[src/rtl/msx_host_bridge_if.sv]
// Purpose: bundles the MSX cartridge-bus pins and the host req/ack command port of the bridge.
// Latency: none, plain wiring.
// Backpressure: none here; WAIT and the 4-phase host_req/host_ack handshake carry it.
interface msx_host_bridge_if;
    logic [15:0] msx_a;
    logic [7:0]  msx_d_in;
    logic [7:0]  msx_d_out;
    logic        msx_d_oe;
    logic        msx_rd_n;
    logic        msx_wr_n;
    logic        msx_mreq_n;
    logic        msx_iorq_n;
    logic        msx_m1_n;
    logic        msx_sltsl_n;
    logic        msx_wait_n;
    logic        msx_int_n;
    logic        host_req;
    logic [1:0]  host_cmd;
    logic [15:0] host_wdata;
    logic        host_ack;
    logic [31:0] host_rdata;

    // bridge side
    modport slave (
        input  msx_a, msx_d_in, msx_rd_n, msx_wr_n, msx_mreq_n, msx_iorq_n, msx_m1_n, msx_sltsl_n,
        input  host_req, host_cmd, host_wdata,
        output msx_d_out, msx_d_oe, msx_wait_n, msx_int_n, host_ack, host_rdata
    );

    // MSX bus / host side
    modport master (
        output msx_a, msx_d_in, msx_rd_n, msx_wr_n, msx_mreq_n, msx_iorq_n, msx_m1_n, msx_sltsl_n,
        output host_req, host_cmd, host_wdata,
        input  msx_d_out, msx_d_oe, msx_wait_n, msx_int_n, host_ack, host_rdata
    );
endinterface

[src/rtl/msx_host_bridge.sv]
// Purpose: MSX slot/IO cycles -> event FIFO; reads are stretched with WAIT until the host replies. Optional macro IRQ_EN.
// Latency: strobe edges act SYNC_STAGES+1 clk after the pin; host_rdata 1 clk and host_ack 2 clk after synced req rise.
// Backpressure: full FIFO drops events (err_overflow); reads hold WAIT until READ_DATA or WAIT_TIMEOUT (>=2) clk.
module msx_host_bridge #(
    parameter int FIFO_DEPTH   = 16,
    parameter int SYNC_STAGES  = 2,
    parameter int WAIT_TIMEOUT = 4096
) (
    input  logic             clk,
    input  logic             reset_n,
    msx_host_bridge_if.slave bus
);
    localparam int AW = $clog2(FIFO_DEPTH);
    localparam int TW = $clog2(WAIT_TIMEOUT + 1);

    typedef enum logic [1:0] {IDLE = 2'd0, RD_WAIT = 2'd1, RD_HOLD = 2'd2, WR_HOLD = 2'd3} bus_state_t;
    typedef enum logic {H_IDLE = 1'b0, H_ACK = 1'b1} host_state_t;

    // synchroniser bit order: {host_req, sltsl_n, m1_n, iorq_n, mreq_n, wr_n, rd_n}
    localparam logic [6:0] SYNC_IDLE = 7'b011_1111;

    logic [6:0]  sync_q [SYNC_STAGES];
    logic [6:0]  sync_prev, strobes_raw, s;
    logic        rd_fall, rd_rise, wr_fall, wr_rise, req_rise;
    logic        mem_q, io_q, qual;
    logic [1:0]  ev_type;
    logic [15:0] op;
    logic        unused_wdata;

    bus_state_t  state, state_d;
    host_state_t hstate, hstate_d;
    logic [TW-1:0] timer_q, timer_d;
    logic [7:0]  d_out_q, d_out_d, cache_q, cache_d;
    logic        wait_low, push, pop_ok, head_vld, full, set_to, set_ov, clr_err;
    logic [25:0] push_dat;
    logic [25:0] mem [FIFO_DEPTH];
    logic [AW-1:0] wptr, rptr;
    logic [AW:0] count;
    logic [255:0] ioen;
    logic        wait_en, err_to, err_ov, int_req;
    logic        exec, do_pop, do_rdat, do_ioen, do_ctrl;
    logic        ack_q, ack_d;
    logic [31:0] rdata_q, rdata_d, result;

    assign strobes_raw = {bus.host_req, bus.msx_sltsl_n, bus.msx_m1_n, bus.msx_iorq_n,
                          bus.msx_mreq_n, bus.msx_wr_n, bus.msx_rd_n};
    assign s        = sync_q[SYNC_STAGES-1];
    assign rd_fall  =  sync_prev[0] & ~s[0];
    assign rd_rise  = ~sync_prev[0] &  s[0];
    assign wr_fall  =  sync_prev[1] & ~s[1];
    assign wr_rise  = ~sync_prev[1] &  s[1];
    assign req_rise = ~sync_prev[6] &  s[6];

    // Strobe synchronisers plus one stage of history for edge detection
    always_ff @(posedge clk or negedge reset_n) begin
        if (!reset_n) begin
            for (int i = 0; i < SYNC_STAGES; i++) sync_q[i] <= SYNC_IDLE;
            sync_prev <= SYNC_IDLE;
        end else begin
            sync_q[0] <= strobes_raw;
            for (int i = 1; i < SYNC_STAGES; i++) sync_q[i] <= sync_q[i-1];
            sync_prev <= s;
        end
    end

    // Qualification uses synced strobes; address is sampled in the edge cycle. INTA (m1_n=0) is never IO.
    assign mem_q   = ~s[5] & ~s[2];
    assign io_q    = ~s[3] & s[4] & ioen[bus.msx_a[7:0]];
    assign qual    = mem_q | io_q;
    assign ev_type = {~mem_q, wr_fall};

    // Transceiver direction follows the raw pins so the bus turns around without clk delay
    assign bus.msx_d_oe = ~bus.msx_rd_n & ((~bus.msx_sltsl_n & ~bus.msx_mreq_n) |
                          (~bus.msx_iorq_n & bus.msx_m1_n & ioen[bus.msx_a[7:0]]));

    assign op           = bus.host_wdata;
    assign unused_wdata = ^op[15:9];
    assign head_vld     = (count != '0);
    assign full         = (count == (AW+1)'(FIFO_DEPTH));
    assign do_pop       = exec & (bus.host_cmd == 2'd0);
    assign do_rdat      = exec & (bus.host_cmd == 2'd1);
    assign do_ioen      = exec & (bus.host_cmd == 2'd2);
    assign do_ctrl      = exec & (bus.host_cmd == 2'd3);
    assign pop_ok       = do_pop & head_vld;
    assign clr_err      = do_ctrl & op[1];

    // Bus FSM: log qualified cycles, stretch reads until host data or timeout
    always_comb begin
        state_d  = state;
        timer_d  = timer_q;
        d_out_d  = d_out_q;
        cache_d  = cache_q;
        push     = 1'b0;
        push_dat = {ev_type, 8'h00, bus.msx_a};
        set_to   = 1'b0;
        set_ov   = 1'b0;
        wait_low = 1'b0;
        case (state)
            IDLE: begin
                if (wr_fall && qual) begin
                    state_d  = WR_HOLD;
                    push_dat = {ev_type, bus.msx_d_in, bus.msx_a};
                    if (full) set_ov = 1'b1;
                    else      push   = 1'b1;
                end else if (rd_fall && qual) begin
                    if (full) begin
                        // dropped read: answer FFh at once so the Z80 is never stalled
                        set_ov  = 1'b1;
                        d_out_d = 8'hFF;
                        state_d = RD_HOLD;
                    end else begin
                        push = 1'b1;
                        if (wait_en) begin
                            wait_low = 1'b1;
                            timer_d  = TW'(1);
                            state_d  = RD_WAIT;
                        end else begin
                            d_out_d = cache_q;
                            state_d = RD_HOLD;
                        end
                    end
                end
            end
            RD_WAIT: begin
                // WAIT stays low this cycle; it lifts together with the new d_out
                wait_low = 1'b1;
                if (do_rdat) begin
                    d_out_d = op[7:0];
                    cache_d = op[7:0];
                    state_d = RD_HOLD;
                end else if (timer_q >= TW'(WAIT_TIMEOUT - 1)) begin
                    d_out_d = 8'hFF;
                    set_to  = 1'b1;
                    state_d = RD_HOLD;
                end else begin
                    timer_d = timer_q + 1'b1;
                end
            end
            RD_HOLD: if (rd_rise) state_d = IDLE;
            default: if (wr_rise) state_d = IDLE;
        endcase
    end

    assign bus.msx_wait_n = ~wait_low;
    assign bus.msx_d_out  = d_out_q;

    // Command result, evaluated from pre-command state
    always_comb begin
        result = '0;
        case (bus.host_cmd)
            2'd0:    result = {head_vld, (state == RD_WAIT), 4'b0, head_vld ? mem[rptr] : 26'd0};
            2'd1:    result = {state, 30'b0};
            2'd2:    result = {31'b0, ioen[op[7:0]]};
            default: result = {16'(count), 13'b0, int_req, err_to, err_ov};
        endcase
    end

    // Host FSM: execute once per synced req rise, ack follows rdata by one cycle
    always_comb begin
        hstate_d = hstate;
        ack_d    = ack_q;
        rdata_d  = rdata_q;
        exec     = 1'b0;
        case (hstate)
            H_IDLE: begin
                if (req_rise) begin
                    exec     = 1'b1;
                    rdata_d  = result;
                    hstate_d = H_ACK;
                end
            end
            default: begin
                ack_d = s[6];
                if (!s[6]) hstate_d = H_IDLE;
            end
        endcase
    end

    // State, FIFO pointers, configuration and sticky errors
    always_ff @(posedge clk or negedge reset_n) begin
        if (!reset_n) begin
            state   <= IDLE;
            hstate  <= H_IDLE;
            timer_q <= '0;
            d_out_q <= 8'hFF;
            cache_q <= 8'hFF;
            ack_q   <= 1'b0;
            rdata_q <= '0;
            wptr    <= '0;
            rptr    <= '0;
            count   <= '0;
            ioen    <= '0;
            wait_en <= 1'b1;
            err_to  <= 1'b0;
            err_ov  <= 1'b0;
        end else begin
            state   <= state_d;
            hstate  <= hstate_d;
            timer_q <= timer_d;
            d_out_q <= d_out_d;
            cache_q <= cache_d;
            ack_q   <= ack_d;
            rdata_q <= rdata_d;
            if (push)   wptr <= wptr + 1'b1;
            if (pop_ok) rptr <= rptr + 1'b1;
            case ({push, pop_ok})
                2'b10:   count <= count + 1'b1;
                2'b01:   count <= count - 1'b1;
                default: count <= count;
            endcase
            if (do_ioen) ioen[op[7:0]] <= op[8];
            // CTRL writes wait_en as a level so the host can also turn it off
            if (do_ctrl) wait_en <= op[2];
            // a new error wins over a clear in the same cycle
            err_to <= (err_to & ~clr_err) | set_to;
            err_ov <= (err_ov & ~clr_err) | set_ov;
        end
    end

    // Event storage, no reset needed
    always_ff @(posedge clk) begin
        if (push) mem[wptr] <= push_dat;
    end

    assign bus.host_ack   = ack_q;
    assign bus.host_rdata = rdata_q;

`ifdef IRQ_EN
    // CTRL writes the request level; an interrupt-acknowledge cycle retires it
    always_ff @(posedge clk or negedge reset_n) begin
        if (!reset_n)                int_req <= 1'b0;
        else if (do_ctrl)            int_req <= op[0];
        else if (~s[3] & ~s[4])      int_req <= 1'b0;
    end
    assign bus.msx_int_n = ~int_req;
`else
    assign int_req       = 1'b0;
    assign bus.msx_int_n = 1'b1;
`endif
endmodule
[src/flat_wrapper.sv]
// flat-port wrapper written by rule: the top's interface ports become plain ports
module msx_host_bridge_flat 
#(
    parameter int FIFO_DEPTH   = 16,
    parameter int SYNC_STAGES  = 2,
    parameter int WAIT_TIMEOUT = 4096
)
  (clk, reset_n, bus_msx_a, bus_msx_d_in, bus_msx_rd_n, bus_msx_wr_n, bus_msx_mreq_n, bus_msx_iorq_n, bus_msx_m1_n, bus_msx_sltsl_n, bus_host_req, bus_host_cmd, bus_host_wdata, bus_msx_d_out, bus_msx_d_oe, bus_msx_wait_n, bus_msx_int_n, bus_host_ack, bus_host_rdata);
  msx_host_bridge_if bus_i ();
  input  logic clk;
  input  logic reset_n;
  input wire logic [$bits(bus_i.msx_a)-1:0] bus_msx_a;
  input wire logic [$bits(bus_i.msx_d_in)-1:0] bus_msx_d_in;
  input wire logic [$bits(bus_i.msx_rd_n)-1:0] bus_msx_rd_n;
  input wire logic [$bits(bus_i.msx_wr_n)-1:0] bus_msx_wr_n;
  input wire logic [$bits(bus_i.msx_mreq_n)-1:0] bus_msx_mreq_n;
  input wire logic [$bits(bus_i.msx_iorq_n)-1:0] bus_msx_iorq_n;
  input wire logic [$bits(bus_i.msx_m1_n)-1:0] bus_msx_m1_n;
  input wire logic [$bits(bus_i.msx_sltsl_n)-1:0] bus_msx_sltsl_n;
  input wire logic [$bits(bus_i.host_req)-1:0] bus_host_req;
  input wire logic [$bits(bus_i.host_cmd)-1:0] bus_host_cmd;
  input wire logic [$bits(bus_i.host_wdata)-1:0] bus_host_wdata;
  output wire logic [$bits(bus_i.msx_d_out)-1:0] bus_msx_d_out;
  output wire logic [$bits(bus_i.msx_d_oe)-1:0] bus_msx_d_oe;
  output wire logic [$bits(bus_i.msx_wait_n)-1:0] bus_msx_wait_n;
  output wire logic [$bits(bus_i.msx_int_n)-1:0] bus_msx_int_n;
  output wire logic [$bits(bus_i.host_ack)-1:0] bus_host_ack;
  output wire logic [$bits(bus_i.host_rdata)-1:0] bus_host_rdata;
  assign bus_i.msx_a = bus_msx_a;
  assign bus_i.msx_d_in = bus_msx_d_in;
  assign bus_i.msx_rd_n = bus_msx_rd_n;
  assign bus_i.msx_wr_n = bus_msx_wr_n;
  assign bus_i.msx_mreq_n = bus_msx_mreq_n;
  assign bus_i.msx_iorq_n = bus_msx_iorq_n;
  assign bus_i.msx_m1_n = bus_msx_m1_n;
  assign bus_i.msx_sltsl_n = bus_msx_sltsl_n;
  assign bus_i.host_req = bus_host_req;
  assign bus_i.host_cmd = bus_host_cmd;
  assign bus_i.host_wdata = bus_host_wdata;
  assign bus_msx_d_out = bus_i.msx_d_out;
  assign bus_msx_d_oe = bus_i.msx_d_oe;
  assign bus_msx_wait_n = bus_i.msx_wait_n;
  assign bus_msx_int_n = bus_i.msx_int_n;
  assign bus_host_ack = bus_i.host_ack;
  assign bus_host_rdata = bus_i.host_rdata;
  msx_host_bridge #(.FIFO_DEPTH(FIFO_DEPTH), .SYNC_STAGES(SYNC_STAGES), .WAIT_TIMEOUT(WAIT_TIMEOUT)) u_core (.clk(clk), .reset_n(reset_n), .bus(bus_i));
endmodule
[config.mk]
export PLATFORM = sky130hd
export DESIGN_NAME = msx_host_bridge_flat
export DESIGN_NICKNAME = d
export VERILOG_FILES = /design/src/rtl/msx_host_bridge_if.sv /design/src/rtl/msx_host_bridge.sv /design/src/flat_wrapper.sv
export SDC_FILE = /design/constraint.sdc
export NUM_CORES = 1
export LEC_CHECK = 0
export ABC_CLOCK_PERIOD_IN_PS = 4500
export CAP_MARGIN = 20
export CORE_UTILIZATION = 35
export CTS_CLUSTER_DIAMETER = 150
export DETAILED_ROUTE_END_ITERATION = 7
export GPL_TIMING_DRIVEN = 1
export PLACE_DENSITY = 0.6
export SYNTH_ARGS = -nofsm -noshare
export SYNTH_HDL_FRONTEND = slang
export SYNTH_SLANG_ARGS = --single-unit
[constraint.sdc]
create_clock -name clk -period 4.5 [get_ports clk]
set_clock_uncertainty 0.15 [all_clocks]
set_input_delay 1.125 -clock clk [delete_from_list [all_inputs] [get_ports clk]]
set_output_delay 1.125 -clock clk [all_outputs]
set_load 0.02 [all_outputs]
==> impl_results.md, run 1 <==
- Status: finished with violations
- Failing checks: negative setup slack
- Nets: around 2,500
- Clk root buf: clkbuf_16
- Vias in the first global route: 22,100
- Capturing point of the worst reg2reg path: u_core.count[4]
- Min Clock Period, post-route: 4.73 ns
- Final WS setup: -0.227 ns
- GP Congestion: 0.841
- #FFs+latches synth: 766
- Distinct cells, synth: 70
- Cells after Synth: around 2,200
- Top FF cell, synth: edfxtp_1
- # setup viols final: 2
- Tightest Hold Check Type: primary input to asynchronous set/reset pin
- Sequential element share of the synthesized area: 60.4%
- CP Capture Type: primary output
- Largest net degree at the start of global routing: 141
- Leakage: 15.9 nW
- Area contributors post-synth: edfxtp_1 35%, dfrtp_1 23%, mux4_2 16%
- Max Freq: approximately 210 MHz
- DP Cell Count: 3,625
- Synth Area per Inst: 15.9 um2
- H-tree Lvls: 3
- Clock slew at reported path FFs: 0.06 ns
- DIE WIDTH: 319 um
- Drt initial violations: 1,985
- TritonRoute pass-1 iters: 5
- GRT Util Overall: 18.3%
- Vias post-DR: 21,000
- Slew @ Worst Pin: approximately 1.1 ns
- Post-Layout Cell Count: about 3,800
- Detail Route Antenna Nets: 0
- CTS Buf Count: 84
- Final Util: 42.4%
- Die Area: 102,000 um2
- Yosys top cell area share: between 30% and 40%
- # fillers: 8,841
- RSZ-0062 raised after global routing: true
- Worst path arrival time: about 3.5 ns
- Max Fanout on Critical Path: 9
- # IOs: 95
- Hold slack: 0.193 ns
- Average via count per standard cell: 5.53
- Grt total ovfl: 0
- Worst vdd rail ir drop: 0.311 mV
- Post-synth ARST share: between 40% and 50%
- Final wirelength: between 90,000 and 100,000 um
- Max Cap Viol: 0
- FF/Latch Area: between 20,000 and 25,000 um2
- Multi-input gate area: between 10,000 and 15,000 um2
- Yosys warnings: 0
- Initial antenna violation count: 3
- Area Growth Syn to Fin: 20.0%
- Type of origin of the critical path: primary input
- Dominant cell type by area after synthesis: edfxtp_1
- Max Slew Vio Count: 0
- Placed wire-length estimate: roughly 59,000 um
- FP Rows: around 120
- First-pass GRT wire length: between 100,000 and 150,000 um
- CTS max path bufs: 3
- Mapped cell area: 35,200 um2
- TritonCTS clock tree: built
- Fin crit share: 105%
- Drt wl/cell: 24.5 um
- CTS sink cnt: 766
- # DRC: 0
- Final hold violations: 0
- Share of cells above drive strength 1: 38.8%
- Critical Path RT: 3.22 ns
- Port Buffers: 82
- Core region area: 99,900 um2
- Worst skew pair latency: 0.66 ns
- Reg2reg path depth: 20
- CP Class: primary input to primary output
- Initial Util: 35.3%
- EDFF count, synth: 416
- Die Ht: between 300 and 400 um
- Max-slew headroom: 28.1%
- Pwr/cell area: 439 nW/um2
- R2R Setup Slk: 0.63 ns
- CTS Hold Bufs: 0
- FF-to-FF Start: u_core.ioen[245]
## where the power goes
part	switching [mW]	internal (mW)	leakage, nW
logic	1.56	1.72	6.05
clock network	2.92	4.14	1.39
registers	0.455	7.79	8.50
## registers in the layout, indices dropped and copies added (netlist names), 5 cells and up
register / flops
u_core.bus.msx_d_out: 8
u_core.mem: 416
u_core.bus.host_rdata: 28
u_core.timer_q: 13
u_core.s: 7
u_core.cache_q: 8
u_core.sync_q: 7
u_core.ioen: 256
u_core.count: 5
## layout by cell type (no fill, tap or decap), types with 6 or more instances in the layout
cell | synthesis | routed
clkbuf_8 | 0 | 10
nand3_1 | 27 | 22
buf_12 | 1 | 49
nand2b_1 | 9 | 9
clkinv_1 | 1 | 10
xor2_1 | 7 | 7
a21oi_1 | 14 | 11
inv_1 | 26 | 24
and4_1 | 13 | 9
nor3_1 | 15 | 14
a31oi_1 | 17 | 14
buf_6 | 6 | 9
clkdlybuf4s50_1 | 0 | 68
nor3b_1 | 6 | 6
a211oi_1 | 15 | 15
clkinv_2 | 0 | 13
dfstp_2 | 31 | 31
clkbuf_16 | 0 | 89
buf_4 | 12 | 157
mux4_2 | 249 | 251
clkbuf_1 | 119 | 19
mux2i_1 | 51 | 51
and4b_2 | 0 | 8
mux2_2 | 277 | 276
nor2b_1 | 28 | 25
a22o_1 | 24 | 24
edfxtp_1 | 416 | 416
ha_1 | 9 | 7
a221o_1 | 6 | 6
a22oi_1 | 8 | 6
nand2_1 | 133 | 133
o22ai_1 | 11 | 10
xnor2_1 | 6 | 6
o21ai_0 | 13 | 13
nor2_1 | 236 | 235
and3_1 | 8 | 6
bufinv_16 | 0 | 8
dfrtp_1 | 319 | 315
## cells in the mapped netlist, types with 11 or more instances
cell type	number
nor3_1	15
a31oi_1	17
mux2_2	277
o22ai_1	11
a211oi_1	15
mux4_2	249
buf_2	17
nor2b_1	28
dfrtp_1	319
a21oi_1	14
o21ai_0	13
and4_1	13
buf_1	15
inv_1	26
dfstp_2	31
a22o_1	24
edfxtp_1	416
buf_4	12
nand2_1	133
nand3_1	27
clkbuf_1	119
nor2_1	236
mux2i_1	51
## worst max-delay path, stage by stage
cell and delay, ns:
buf_2 0.25, buf_6 0.22, mux4_2 0.34, mux4_2 0.47, nor2_1 0.13, a21oi_2 0.08, a31o_4 0.28, nand4_4 0.12
a2111oi_4 0.08, o21bai_2 0.20, buf_6 0.14
## worst max-delay path by stage
stage	start	end	cells after the start
after floorplan	bus_msx_a[0]	u_core.count[4]	23
after global placement	bus_msx_a[1]	bus_msx_d_oe	13
after detailed placement	bus_msx_a[0]	bus_msx_wait_n	12
after CTS	bus_msx_a[0]	bus_msx_wait_n	13
after global routing	bus_msx_a[4]	bus_msx_wait_n	11
final	bus_msx_a[4]	bus_msx_wait_n	11
## final cells by class
class                           instances  share of cell area [%]
Multi-Input combinational cell       1259                    31.4
Antenna cell                            1                 0.00592
Sequential cell                       766                    50.4
Clock buffer                          114                    5.52
Tap cell                             1298                    3.84
Inverter                               27                   0.254
Clock inverter                         40                    1.21
Timing Repair Buffer                  295                    7.41
## metal layers
layer / track usage (%) / wire (um) / vias up
met3: 2.68 / 4620 / 168
met5: 0 / 13 / -
li1: - / - / 9010
met2: 30.7 / 46700 / 620
met1: 24.4 / 39000 / 11200
met4: 5.94 / 2860 / 2
## cell families (layout without fill, tap and decap cells)
logic type / after synthesis / count (layout) / synth area share [%]
adder cells (fa/ha/maj): 9 / 9 / 0.320
AO/OA/AOI/OAI: 138 / 138 / 2.96
AND/OR/NAND/NOR: 510 / 510 / 6.61
flip-flops: 766 / 766 / 60.4
buffers and inverters: 200 / 476 / 2.59
other: 2 / 6 / 0.0213
multiplexers: 584 / 584 / 26.7
XOR/XNOR: 13 / 13 / 0.323
## stage by stage
step	power (mW)	TNS [ns]	instance area (um2)	worst slack, ns
global route	19.3	-0.518	42300	-0.268
global placement	11.6	-76.41	38900	-0.982
CTS	18.8	-0.452	42000	-0.233
detailed placement	11.7	-67.64	38900	-0.919
finish	18.6	-0.380	42300	-0.227
floorplan	10.4	-3.05	35300	-0.176
## what timing repair did
item | 4_1_cts | 5_1_grt
resized for setup | 33 | 30
setup endpoints to repair | 2 | 3
pin swaps | 9 | 19
endpoints found under the hold margin | 0 | 0
cloned | 1 | 4
setup buffers | 6 | 11
No activity file was read; power rests on OpenSTA's default activity.
==> run 2, diff against run 1 <==
- HOLD_SLACK_MARGIN: not set -> 0.12
==> results of run 2 <==
Final layout, timing and power as in run 1 (identical DEF).
==> run 3, diff against run 2 <==
- ABC_CLOCK_PERIOD_IN_PS: 4500 -> 4100
- clock period: 4.5 -> 4.1 ns (I/O delays scaled with it)
==> run 3 against run 2 <==
Effect of this change:
- the run still ends with negative setup slack left
- hold slack better by 0.012 ns
- global-route usage is 0.19 points lower
- clock power is 10% higher
- routed wire length is 0.90% lower
- utilization hardly changed
- sequential power is 8.9% higher
- via count is 0.69% lower
- count of clock-buffer cells in the layout is 4 lower
- register-to-register slack worse by 0.58 ns
- cell count hardly changed
- worst setup slack worse by 0.16 ns
- non-clock buffer count is 7 higher
- largest cell class unchanged
- highest routed layer is now met4
==> impl_results.md, run 3 (synthesis results as in run 1) <==
- FF-to-FF Start: u_core.ioen[13]
- Initial Util: 35.3%
- Core region area: 99,900 um2
- Largest net degree at the start of global routing: 134
- Min Clock Period, post-route: roughly 4.5 ns
- Startpoint of the worst hold path: u_core.sync_q[9]
- Final wirelength: 92,400 um
- CTS Buf Count: 82
- TritonCTS clock tree: built
- FP Rows: 116
- Max-slew headroom: between 30% and 40%
- # fillers: 8,812
- Share of cells above drive strength 1: about two fifths
- Final hold violations: 0
- First-pass GRT wire length: 140,000 um
- Nets: 2,498
- # DRC: 0
- Vias post-DR: 20,900
- Drt wl/cell: 24.3 um
- Worst path arrival time: 3.31 ns
- Fin crit share: 109%
- Final WS setup: -0.385 ns
- # setup viols final: 5
- Worst vdd rail ir drop: 0.356 mV
- CP Capture Type: primary output
- DIE WIDTH: approximately 320 um
- Clk root buf: clkbuf_16
- CTS max path bufs: 3
- Average via count per standard cell: 5.49
- Type of origin of the critical path: primary input
- Leakage: 16.0 nW
- Max Freq: 223 MHz
- H-tree Lvls: 3
- Tot Pwr: 20.4 mW
- Vias in the first global route: 21,800
- Status: finished with violations
- Ant. Diodes: 0
- Grt total ovfl: 0
- Port Buffers: 82
- Cell Area, Placed: 39,000 um2
- TritonRoute pass-1 iters: 5
- Die Ht: 319 um
- Post-Layout Inst Area: 42,300 um2
- Placed wire-length estimate: 59,600 um
- Hold slack: between 0.2 and 0.25 ns
- Initial antenna violation count: 0
- Drt initial violations: 1,739
- Area Growth Syn to Fin: 20.2%
- Clock slew at reported path FFs: roughly 0.060 ns
- Slew @ Worst Pin: 0.983 ns
- Max Fanout on Critical Path: 5
- Detail Route Antenna Nets: 0
- Failing checks: negative setup slack
- CP Class: primary input to primary output
- GRT Util Overall: 18.1%
- Most frequent cells in the layout: 416 x edfxtp_1, 315 x dfrtp_1, 277 x mux2_2
- GP Congestion: 0.843
- Critical Path RT: between 2 and 3 ns
- CTS sink cnt: between 700 and 800
- Max Cap Viol: 0
- Biggest register: u_core.mem
- Max Slew Vio Count: 0
- Die Area: 102,000 um2
- Most common cell after layout, fill and taps aside: edfxtp_1
- Pwr/cell area: 482 nW/um2
- Worst skew pair latency: about 0.65 ns
- Max reg flops: between 400 and 500
- RSZ-0062 raised after global routing: true
- Tightest Hold Check Type: register to register
- # IOs: 95
- Worst Setup SP: bus_msx_a[1]
-- run 3: area by class of cell --
class,instances,area [um2],area share [%]
clock buffer,110,2320,5.48
clock inverter,41,547,1.29
inverter,27,104,0.245
multi-input combinational,1259,13200,31.3
sequential,766,21300,50.3
tap,1298,1620,3.84
timing repair buffer,302,3200,7.56
-- run 3: what timing repair did --
item                                    in CTS  in global routing
gates resized for setup                     43                 10
cloned                                       3                  2
hold endpoints to repair                     2                  0
pin swaps                                   13                  6
hold buffers                                 1                  0
endpoints found under the setup margin       4                 15
setup buffers                               10                  5
-- run 3: where the power goes --
group / switching, mW / internal (mW) / total (mW)
logic: 1.77 / 1.88 / 3.65
clock network: 3.14 / 4.64 / 7.78
registers: 0.420 / 8.55 / 8.97
-- run 3: path summary, 6_finish.rpt --
| check | to | slack, ns | cells after the start |
|---|---|---|---|
| max in group asynchronous | u_core.ioen[61] | 2.22 | 3 |
| worst min register to register | u_core.s[2] | 0.21 | 0 |
| worst max-delay path | bus_msx_wait_n | -0.39 | 11 |
| worst max register to register | u_core.count[4] | 0.05 | 22 |
| min in group asynchronous | u_core.rptr[3] | 0.74 | 2 |
| worst min-delay path | u_core.s[2] | 0.21 | 0 |
-- run 3: routing by layer --
layer	share of wire [%]	track usage [%]	vias to the layer above
li1	-	-	8994
met1	42	24.1	11100
met2	50	30.5	648
met3	4.6	2.57	167
met4	2.8	5.71	0
met5	0	0	-
-- run 3: worst max-delay path, cell delays in order --
cell and delay, ns:
buf_12 0.12, buf_8 0.12, mux2i_1 0.11, and3_4 0.18, o41ai_2 0.31, o211ai_1 0.24
a32oi_4 0.41, nand4_4 0.17, a2111oi_4 0.34, o21bai_2 0.12, buf_6 0.15
-- run 3: metrics by stage --
stage / util [%] / setup slack, ns / TNS (ns) / std cells
6_report: 42.4 / -0.385 / -1.10 / 3803
5_1_grt: 42.4 / -0.468 / -1.56 / 3803
4_1_cts: 42.3 / -0.404 / -0.884 / 3796
3_5_place_dp: 39.1 / -1.17 / -261.06 / 3632
3_3_place_gp: 39.1 / -1.22 / -268.33 / 3632
2_1_floorplan: - / -0.470 / -31.13 / 2225
==> RTL change 1: new RTL, config.mk and constraints of run 3 <==
`rdata_q` no longer has a reset.
--- a/src/rtl/msx_host_bridge.sv
+++ b/src/rtl/msx_host_bridge.sv
@@ -186,5 +186,4 @@
             cache_q <= 8'hFF;
             ack_q   <= 1'b0;
-            rdata_q <= '0;
             wptr    <= '0;
             rptr    <= '0;
@@ -201,5 +200,4 @@
             cache_q <= cache_d;
             ack_q   <= ack_d;
-            rdata_q <= rdata_d;
             if (push)   wptr <= wptr + 1'b1;
             if (pop_ok) rptr <= rptr + 1'b1;
@@ -218,4 +216,8 @@
     end
 
+    always_ff @(posedge clk) begin
+        rdata_q <= rdata_d;
+    end
+
     // Event storage, no reset needed
     always_ff @(posedge clk) begin
Formal check against the unedited RTL: same outputs for any inputs over 4 cycles, from zero or initial values and one cycle with reset_n low; that may be too few to reach the edited logic, so the function may still have changed.
==> RTL change 1 against run 3 <==
  * The flow still finishes with violations (setup timing)
  * Die area increased by 0.10%
  * Cell area increased by 1.0%
  * Sequential cell count unchanged
  * Synthesized area increased by 0.11%
  * Final cell count increased by 0.95%
  * Maximum frequency decreased by 3.2%
  * Utilization increased by 0.38 points
  * Worst setup slack got worse by 0.15 ns
  * Wire length increased by 2.2%
  * Power decreased by 4.2%
  * Sequential power decreased by 2%
  * Hold slack got worse by 0.018 ns
  * Non-clock buffer count increased by 47
==> RTL change 1: results (changes against run 3) <==
outcome = finished with violations (unchanged)
violations in the final reports = setup timing (unchanged)
leading cell types by count after synthesis = sky130_fd_sc_hd__edfxtp_1, sky130_fd_sc_hd__dfrtp_1, sky130_fd_sc_hd__mux2_2 (unchanged)
worst setup slack before clock tree synthesis = -1.30 ns (was -1.17 ns)
number of global-route vias before repair = 22000 (was 21800)
Clock Power Share = 36.7% (was 38.1%)
Post-DP HPWL = 62.1 mm (was 59.6 mm)
placed cells = 3662 (was 3632)
maximum number of pins on one net before global-route repair = 125 (was 134)
clock buffers created by TritonCTS = 83 (was 82)
number of non-clock inverters = 33 (was 27)
total of fill cells in the finished design = 8768 (was 8812)
relative slew slack = 31.9% (was 34.5%)
worst setup slack for register-to-register paths = 0.12 ns (was 0.05 ns)
count of multi-input gates = 1241 (was 1259)
endpoints failing setup = 105 (was 5)
count of clock-net buffers in the final layout = 122 (was 110)
Min Hold Slack = 0.187 ns (was 0.205 ns)
Netlist cell types = 74 (was 70)
power dissipated in sequential cells = 8.82 mW (was 8.97 mW)
minimum setup slack in the final design = -0.532 ns (was -0.385 ns)
Seq/Total Area, Yosys = 60.8% (was 60.4%)
net switching power = 5.18 mW (was 5.33 mW)
worst r2r src = u_core.ioen[177]$_DFFE_PN0P_ (was u_core.ioen[13]$_DFFE_PN0P_)
share of final layout cell area taken by non-clock buffers = 8.68% (was 7.56%)
number of nets in the layout = 2536 (was 2498)
beginning of the worst hold path = u_core.sync_q[13]$_DFF_PN0_ (was u_core.sync_q[9]$_DFF_PN1_)
Worst Path Arrival = 3.46 ns (was 3.31 ns)
post-CTS setup repair buffer count = 13 (was 10)
number of enable-type register cells in the synthesized netlist = 444 (was 416)
hold worst-path end = u_core.s[6]$_DFF_PN0_ (was u_core.s[2]$_DFF_PN1_)
first-pass GRT wire length = 143 mm (was 140 mm)
r2r worst-path depth = 17 (was 22)
## RTL change 1: cells by family after synthesis
kind of cell    Yosys count  share of synthesized area, %
buf+inv                 186                          2.68
fa+ha+maj                11                         0.412
xor+xnor                 11                         0.273
mux                     589                          27.0
compound gates          107                          2.08
flops                   766                          60.8
simple gates            518                          6.82
other cells               2                        0.0213
## RTL change 1: per-layer routing
layer	routed length [um]	global-route usage, %	up-vias
met5	23	0	-
met4	2290	5.36	4
met3	4160	2.84	151
met2	47100	30.8	574
met1	40900	25.0	11200
li1	-	-	9008
## RTL change 1: worst max-delay path by stage
stage                                  end  slack (ns)  cells after the start
6_report                    bus_msx_wait_n       -0.53                     12
5_1_grt                     bus_msx_wait_n       -0.59                     13
4_1_cts                     bus_msx_wait_n       -0.50                     13
3_5_place_dp                  bus_msx_d_oe       -1.30                     13
3_3_place_gp                  bus_msx_d_oe       -1.28                     13
2_1_floorplan  u_core.count[4]$_DFFE_PN0P_       -0.58                     19
==> RTL change 2: new RTL, settings of run 3 <==
Without the edit above. Add a define of `IRQ_EN`.
--- a/src/rtl/msx_host_bridge.sv
+++ b/src/rtl/msx_host_bridge.sv
@@ -2,4 +2,6 @@
 // Latency: strobe edges act SYNC_STAGES+1 clk after the pin; host_rdata 1 clk and host_ack 2 clk after synced req rise.
 // Backpressure: full FIFO drops events (err_overflow); reads hold WAIT until READ_DATA or WAIT_TIMEOUT (>=2) clk.
+`define IRQ_EN
+
 module msx_host_bridge #(
     parameter int FIFO_DEPTH   = 16,
Formal check against the unedited RTL: not equivalent (Yosys sat finds a counterexample within 4 cycles, from zero or initial values and one cycle with reset_n low).
==> RTL change 2 against run 3 <==
  * The flow still finishes with violations (setup timing)
  * Cell area is 0.21% higher
  * Power down 1.9%
  * Wire length increased by 1.4%
  * Critical endpoint unchanged
  * Sequential cell count up 1
  * Synthesized area grew 0.18%
  * Die area up 0.18%
  * Via count increased by 0.81%
  * Worst setup slack got worse by 0.080 ns
==> RTL change 2: results (changes against run 3) <==
net switching power = 5.32 mW (was 5.33 mW)
fraction of final layout cells with drive strength greater than 1 = 37.8% (was 38.8%)
fraction of synthesis flops using an asynchronous set or reset pin = 45.8% (was 45.7%)
relative slew slack = 23.6% (was 34.5%)
number of global-route vias before repair = 22200 (was 21800)
number of antenna violations at the first check in global routing = 2 (was 0)
Min Hold Slack = 0.182 ns (was 0.205 ns)
maximum number of pins on one net before global-route repair = 111 (was 134)
Netlist cell types = 65 (was 70)
outcome = finished with violations (unchanged)
minimum setup slack in the final design = -0.465 ns (was -0.385 ns)
endpoints failing setup = 4 (was 5)
number of nets in the layout = 2532 (was 2498)
CP max stage cell = sky130_fd_sc_hd__or3_4 (was sky130_fd_sc_hd__a32oi_4)
Seq/Total Area, Yosys = 60.4% (about the same)
leading cell types by count after synthesis = sky130_fd_sc_hd__edfxtp_1, sky130_fd_sc_hd__dfrtp_1, sky130_fd_sc_hd__mux2_2 (unchanged)
DR pass1 iterations = 6 (was 5)
portion of netlist area occupied by mux cells = 26.6% (was 26.7%)
power drawn by the clock network = 7.44 mW (was 7.78 mW)
Detailed Route WL = 93.8 mm (was 92.4 mm)
average routed wire per standard cell = 24.4 um (was 24.3 um)
syn avg cell area = 15.6 um2 (was 15.9 um2)
xor-xnor portion of the synthesized cell area = 0.323% (about the same)
met1 usage in global routing = 23.5% (was 24.1%)
Setup crit start = bus_msx_a[0] (was bus_msx_a[1])
r2r worst-path depth = 21 (was 22)
post-synthesis compound-gate area fraction = 3.06% (was 2.96%)
violations in the final reports = setup timing (unchanged)
maximum cell stage delay along the critical path = 0.44 ns (was 0.41 ns)
count of vias placed by the detailed router = 21000 (was 20900)
met3 layer usage reported by global route = 3.13% (was 2.57%)
Post-DP HPWL = 60.8 mm (was 59.6 mm)
worst vdd ir = 0.000356 V (about the same)
post-CTS setup repair buffer count = 5 (was 10)
GRT Util Overall = 18.2% (was 18.1%)
Top Family by Delay on Critical Path = buffers and inverters (was compound AO/OA/AOI/OAI gates)
Resized Gates After CTS = 48 (was 43)
[RTL change 2: metal layers]
layer | up-vias | routed length, um
met4 | 2 | 2360
met3 | 141 | 4790
met5 | - | 13
met1 | 11200 | 38800
met2 | 633 | 47800
li1 | 9099 | -
[RTL change 2: through the flow]
stage	utilization (%)	TNS, ns	power, mW	cell area (um2)
floorplan	-	-43.24	11.4	35400
detailed placement	39.3	-418.27	12.7	39300
finish	42.4	-1.06	20.0	42400
global placement	39.3	-385.60	12.7	39300
global route	42.4	-1.45	20.8	42400
CTS	42.2	-1.26	20.2	42200
[RTL change 2: cell type report]
type                            instances  area, um2  area share, %
Tap cell                             1298       1620           3.83
Clock buffer                          121       2420           5.71
Timing Repair Buffer                  291       3210           7.56
Clock inverter                         31        318          0.749
Multi-Input combinational cell       1300      13400           31.6
Inverter                               30        113          0.265
Sequential cell                       767      21300           50.3
